<file path="config.mk">
export PLATFORM = sky130hd
export DESIGN_NAME = rx_control_module
export DESIGN_NICKNAME = d
export VERILOG_FILES = /design/src/rtl/rx_pkg.sv /design/src/rtl/rx_sync_edge_module.sv /design/src/rtl/rx_control_module.sv
export SDC_FILE = /design/constraint.sdc
export NUM_CORES = 1
export LEC_CHECK = 0
export CORE_ASPECT_RATIO = 2
export CORE_MARGIN = 2
export CORE_UTILIZATION = 25
export DETAILED_ROUTE_END_ITERATION = 12
export PLACE_DENSITY_LB_ADDON = 0.15
export SYNTH_ARGS = -nofsm -noshare
export SYNTH_HDL_FRONTEND = slang
export SYNTH_SLANG_ARGS = --single-unit
export TNS_END_PERCENT = 30
</file>
<file path="constraint.sdc">
create_clock -name CLK -period 1.5 [get_ports CLK]
set_clock_uncertainty 0.05 [all_clocks]
set_input_delay 0.225 -clock CLK [delete_from_list [all_inputs] [get_ports CLK]]
set_output_delay 0.225 -clock CLK [all_outputs]
set_load 0.05 [all_outputs]
</file>
<file path="src/rtl/rx_pkg.sv">
// Shared constants for the UART receive controller: FSM encoding, frame
// geometry defaults and the parity mode used when RX_PARITY_EN is defined.
package rx_pkg;

    // Data bits per frame (LSB first) unless overridden at instantiation.
    localparam int DATA_BITS_DEF = 8;

    // Nominal CLK cycles per bit: 500 kHz / 9600 baud.
    localparam int BPS_T = 52;

    // Parity mode: 0 selects even parity, 1 selects odd parity.
    localparam logic PARITY_ODD = 1'b0;

    // Receiver FSM encoding.
    localparam logic [2:0] ST_IDLE   = 3'd0;
    localparam logic [2:0] ST_START  = 3'd1;
    localparam logic [2:0] ST_DATA   = 3'd2;
    localparam logic [2:0] ST_PARITY = 3'd3;
    localparam logic [2:0] ST_STOP   = 3'd4;
    localparam logic [2:0] ST_DONE   = 3'd5;

    // A parity check fails when the XOR over data and parity bit does not
    // match the selected mode (0 for even, 1 for odd).
    function automatic logic parity_fail(input logic data_xor, input logic par_bit);
        return (data_xor ^ par_bit) != PARITY_ODD;
    endfunction

endpackage

</file>
<file path="src/rtl/rx_sync_edge_module.sv">
// Metastability synchroniser for the raw serial line followed by a
// high-to-low detector. Flops reset to 1 so an idle line never looks like
// a start edge coming out of reset.
module rx_sync_edge_module #(
    parameter int SYNC_STAGES = 2
) (
    input  logic CLK,
    input  logic RSTn,
    input  logic RX_Pin_In,
    output logic rx_sync,
    output logic H2L_Sig
);

    logic [SYNC_STAGES-1:0] sync_q;
    logic                   prev_q;

    // Shift the asynchronous line through the synchroniser chain and keep
    // one extra copy of the synchronised value for edge detection.
    always_ff @(posedge CLK or negedge RSTn) begin
        if (!RSTn) begin
            sync_q <= '1;
            prev_q <= 1'b1;
        end else begin
            sync_q <= {sync_q[SYNC_STAGES-2:0], RX_Pin_In};
            prev_q <= sync_q[SYNC_STAGES-1];
        end
    end

    assign rx_sync = sync_q[SYNC_STAGES-1];
    assign H2L_Sig = prev_q & ~rx_sync;

endmodule

</file>
<file path="src/rtl/rx_control_module.sv">
// UART receive controller. Detects the start edge, requests the baud counter
// via Count_Sig, samples each bit on BPS_CLK, assembles the byte LSB-first and
// validates the stop bit. Define RX_PARITY_EN for 8E1 frames with a parity
// check; without it the frame is 8N1 and Parity_Err is tied low.
module rx_control_module
    import rx_pkg::*;
#(
    parameter int DATA_BITS   = DATA_BITS_DEF,
    parameter int SYNC_STAGES = 2
) (
    input  logic                 CLK,
    input  logic                 RSTn,
    input  logic                 RX_Pin_In,
    input  logic                 Rx_En_Sig,
    input  logic                 BPS_CLK,
    output logic                 Count_Sig,
    output logic [DATA_BITS-1:0] RX_Data,
    output logic                 RX_Done_Sig,
    output logic                 Frame_Err,
    output logic                 Parity_Err
);

    localparam int IDX_W = (DATA_BITS > 1) ? $clog2(DATA_BITS) : 1;
    localparam logic [IDX_W-1:0] LAST_IDX = IDX_W'(DATA_BITS - 1);

    logic                 rx_sync;
    logic                 h2l_sig;
    logic [2:0]           state_q;
    logic [IDX_W-1:0]     bit_idx_q;
    logic [DATA_BITS-1:0] shift_q;
    logic                 active_state;

    rx_sync_edge_module #(
        .SYNC_STAGES (SYNC_STAGES)
    ) u_sync_edge (
        .CLK       (CLK),
        .RSTn      (RSTn),
        .RX_Pin_In (RX_Pin_In),
        .rx_sync   (rx_sync),
        .H2L_Sig   (h2l_sig)
    );

    // States in which a disable aborts the frame; DONE exits on its own.
    assign active_state = (state_q == ST_START) || (state_q == ST_DATA) ||
                          (state_q == ST_PARITY) || (state_q == ST_STOP);

`ifdef RX_PARITY_EN
    logic par_bit_q;
    logic par_err_q;
    logic par_bad;

    assign par_bad    = parity_fail(^shift_q, par_bit_q);
    assign Parity_Err = par_err_q;
`else
    assign Parity_Err = 1'b0;
`endif

    // Frame sequencer: start qualification, bit sampling, stop check and
    // result presentation. Status pulses default low every cycle.
    always_ff @(posedge CLK or negedge RSTn) begin
        if (!RSTn) begin
            state_q     <= ST_IDLE;
            bit_idx_q   <= '0;
            shift_q     <= '0;
            Count_Sig   <= 1'b0;
            RX_Data     <= '0;
            RX_Done_Sig <= 1'b0;
            Frame_Err   <= 1'b0;
`ifdef RX_PARITY_EN
            par_bit_q   <= 1'b0;
            par_err_q   <= 1'b0;
`endif
        end else begin
            RX_Done_Sig <= 1'b0;
            Frame_Err   <= 1'b0;
`ifdef RX_PARITY_EN
            par_err_q   <= 1'b0;
`endif
            if (active_state && !Rx_En_Sig) begin
                // Receiver disabled mid-frame: silent abort, data preserved.
                state_q   <= ST_IDLE;
                Count_Sig <= 1'b0;
            end else begin
                case (state_q)
                    ST_IDLE: begin
                        Count_Sig <= 1'b0;
                        if (h2l_sig && Rx_En_Sig) begin
                            state_q   <= ST_START;
                            Count_Sig <= 1'b1;
                        end
                    end

                    ST_START: begin
                        if (BPS_CLK) begin
                            if (!rx_sync) begin
                                state_q   <= ST_DATA;
                                bit_idx_q <= '0;
                            end else begin
                                // Line back high at mid start bit: glitch.
                                state_q   <= ST_IDLE;
                                Count_Sig <= 1'b0;
                            end
                        end
                    end

                    ST_DATA: begin
                        if (BPS_CLK) begin
                            shift_q   <= {rx_sync, shift_q[DATA_BITS-1:1]};
                            bit_idx_q <= bit_idx_q + 1'b1;
                            if (bit_idx_q == LAST_IDX) begin
`ifdef RX_PARITY_EN
                                state_q <= ST_PARITY;
`else
                                state_q <= ST_STOP;
`endif
                            end
                        end
                    end

`ifdef RX_PARITY_EN
                    ST_PARITY: begin
                        if (BPS_CLK) begin
                            par_bit_q <= rx_sync;
                            state_q   <= ST_STOP;
                        end
                    end
`endif

                    ST_STOP: begin
                        if (BPS_CLK) begin
                            if (!rx_sync) begin
                                // Framing error wins over any parity result.
                                Frame_Err <= 1'b1;
                                state_q   <= ST_IDLE;
                                Count_Sig <= 1'b0;
`ifdef RX_PARITY_EN
                            end else if (par_bad) begin
                                par_err_q <= 1'b1;
                                state_q   <= ST_IDLE;
                                Count_Sig <= 1'b0;
`endif
                            end else begin
                                // Data and pulse appear together in DONE.
                                RX_Data     <= shift_q;
                                RX_Done_Sig <= 1'b1;
                                state_q     <= ST_DONE;
                            end
                        end
                    end

                    ST_DONE: begin
                        state_q   <= ST_IDLE;
                        Count_Sig <= 1'b0;
                    end

                    default: begin
                        state_q   <= ST_IDLE;
                        Count_Sig <= 1'b0;
                    end
                endcase
            end
        end
    end

endmodule

</file>
==> reports/metrics.yaml <==
status: "finished, final reports clean"
grt_pass1_wl_mm: 3.58
core-area_mm2: 0.00477
crit_path_start_kind: "primary input"
die_w_um: 53.4
drc: 0
cp-end-kind: "register"
min_path_type: "in -> async"
fmax_mhz: 682
async_flop_share: 1.00
syn-num-nets: 93
die_y_um: 103
fin_crit_sh: 0.978
drv_slew: 0
grt_usage: 0.0873
cp_cell_sequence: "clkdlybuf4s50_1 -> nand3b_1 -> nor2_4 -> buf_6 -> mux2_4"
reg2reg_slack_ns: 0.03
gp_congestion: 0.709
ys_seq_elements: 28
power_leakage_nw: 0.786
cp_slowest_cell: "clkdlybuf4s50_1"
rsz0062_at_grt: "true"
r2r-end: "shift_q[1]"
placement_rows: 36
htree_levels: 1
setup_violations: 0
layout_commonest_cell: "dfrtp_1"
grt_max_degree: 29
io_buffers: 15
ant_nets: 0
routed_via_density: 4.41
final.min_clock_period_ns: 1.47
drt_iter0_drc: 5
regToRegStartpoint: "state_q[2]"
synth_cells: 86
syn-cell-area_mm2: 0.00122
yosys_warnings: 0
whs_ns: 0.246
fin_cells: 175
critPathRequiredTime_ns: 1.61
mostFrequentLayoutCells: "dfrtp_1 (25), buf_4 (14), buf_12 (13)"
num_antenna_cells: 0
cp.arrival_ns: 1.58
power_mw: 1.42
area_growth_pct: 44.9
r2r_cells: 4
synthFlopType: "dfrtp_1"
crit_type: "in -> reg"
clk_pin_slew_ns: 0.09
fin_nets: 126
io_pins: 17
wl_mm: 2.26
drtPass1Iterations: 4
cts_sinks: 28
drive_gt1_frac: 0.466
setup-tns-final_ns: 0
vdd_drop_max_mv: 0.539
cts.path.max_buffers: 2
grt_overflow_total: 0
clock_latency_ns: 0.27
dpl.cell_count: 170
grt_pass1_vias: 789
ys_seq_area_frac: 0.577
dpl.hpwl_mm: 1.59
root_buffer: "clkbuf_8"
via_count: 772
start_util: 0.256
cts_buffers: 3
synth.distinct_cells: 33
die_area_mm2: 0.00549
hold_viol_final: 0
synth_edf_count: 0
wire_per_inst_um: 12.9
antenna_found_initial: 0
post_synth.cell_area_avg_um2: 14.2
max_cap_violations: 0
slowest_delay_ns: 0.54
worstPathMaxFanout: 4
powerDensity_mw_per_mm2: 802
tritoncts: "done"
[timing repair]
| action | 4_1_cts | 5_1_grt |
|---|---|---|
| hold buffers | 0 | 0 |
| setup buffers | 0 | 1 |
| resized for setup | 1 | 11 |
| pin swaps | 2 | 1 |
| setup endpoints to repair | 8 | 8 |
[registers in the layout (all words and copies together), names as in the netlist]
name                cells
RX_Data                 8
shift_q                 8
bit_idx_q               3
state_q                 3
u_sync_edge.sync_q      2
Count_Sig               1
Frame_Err               1
RX_Done_Sig             1
u_sync_edge.prev_q      1
[Yosys cell counts (2+ instances only)]
master    instances  area share
a221o_1           2       0.016
and3_1            3       0.015
buf_6             2       0.018
dfrtp_1          25        0.51
dfstp_2           3       0.065
ha_1              2       0.020
mux2_2           16        0.15
nand2_1           2      0.0061
nand3b_1          2       0.012
nor2b_1           2       0.010
nor3b_1           3       0.018
o21ai_0           2      0.0082
xnor2_1           2       0.014
[through the flow]
| step | instance area (um2) | utilization | worst slack (ns) |
|---|---|---|---|
| 4_1_cts | 1720 | 0.360 | 0.00392 |
| 2_1_floorplan | 1220 | - | 0.0143 |
| 3_5_place_dp | 1670 | 0.349 | -0.315 |
| 6_report | 1770 | 0.371 | 0.0327 |
| 5_1_grt | 1770 | 0.371 | -0.0107 |
| 3_3_place_gp | 1670 | 0.349 | -0.291 |
[cell families (layout without fill, tap and decap cells)]
family / count (synthesis) / count (layout) / synth area share
buffers and inverters: 5 / 37 / 0.0328
XOR/XNOR: 2 / 2 / 0.0143
AO/OA/AOI/OAI: 10 / 10 / 0.0625
AND/OR/NAND/NOR: 22 / 22 / 0.142
other: 1 / 1 / 0.00307
flip-flops: 28 / 28 / 0.577
multiplexers: 16 / 16 / 0.148
adder cells (fa/ha/maj): 2 / 2 / 0.0205
[how the worst max path moves through the flow]
stage               slack, ns         end  startpoint
finish                   0.03  shift_q[1]     BPS_CLK
global route            -0.01  shift_q[1]  state_q[2]
CTS                     0.004  shift_q[7]  state_q[2]
detailed placement      -0.31  shift_q[7]   Rx_En_Sig
global placement        -0.29  shift_q[4]   Rx_En_Sig
floorplan                0.01  shift_q[1]  state_q[2]
[power breakdown]
group	internal, mW	switching (mW)
clock	0.235	0.227
sequential	0.783	0.0205
combinational	0.0823	0.0724
total	1.10	0.320
[area by class of cell]
| class | instances | area, um2 |
|---|---|---|
| fillers | 505 | 3010 |
| multi-input cells | 53 | 512 |
| clock buffers | 4 | 55.1 |
| flip-flops and latches | 28 | 704 |
| repair buffers | 33 | 427 |
| well taps | 57 | 71.3 |
[worst max-delay path, delay by kind of cell]
kind          cells  cell delay (ns)
mux               1             0.30
simple gates      2             0.38
buf+inv           2             0.68
[per-layer routing]
layer  global-route usage  vias to the layer above  share of wire
met5                    0                        -              0
met2                0.133                       12           0.49
met3               0.0159                        2          0.037
met1                0.115                      387           0.46
met4               0.0473                        0          0.012
li1                     -                      371              -
Power figures use the tool's default switching activity.
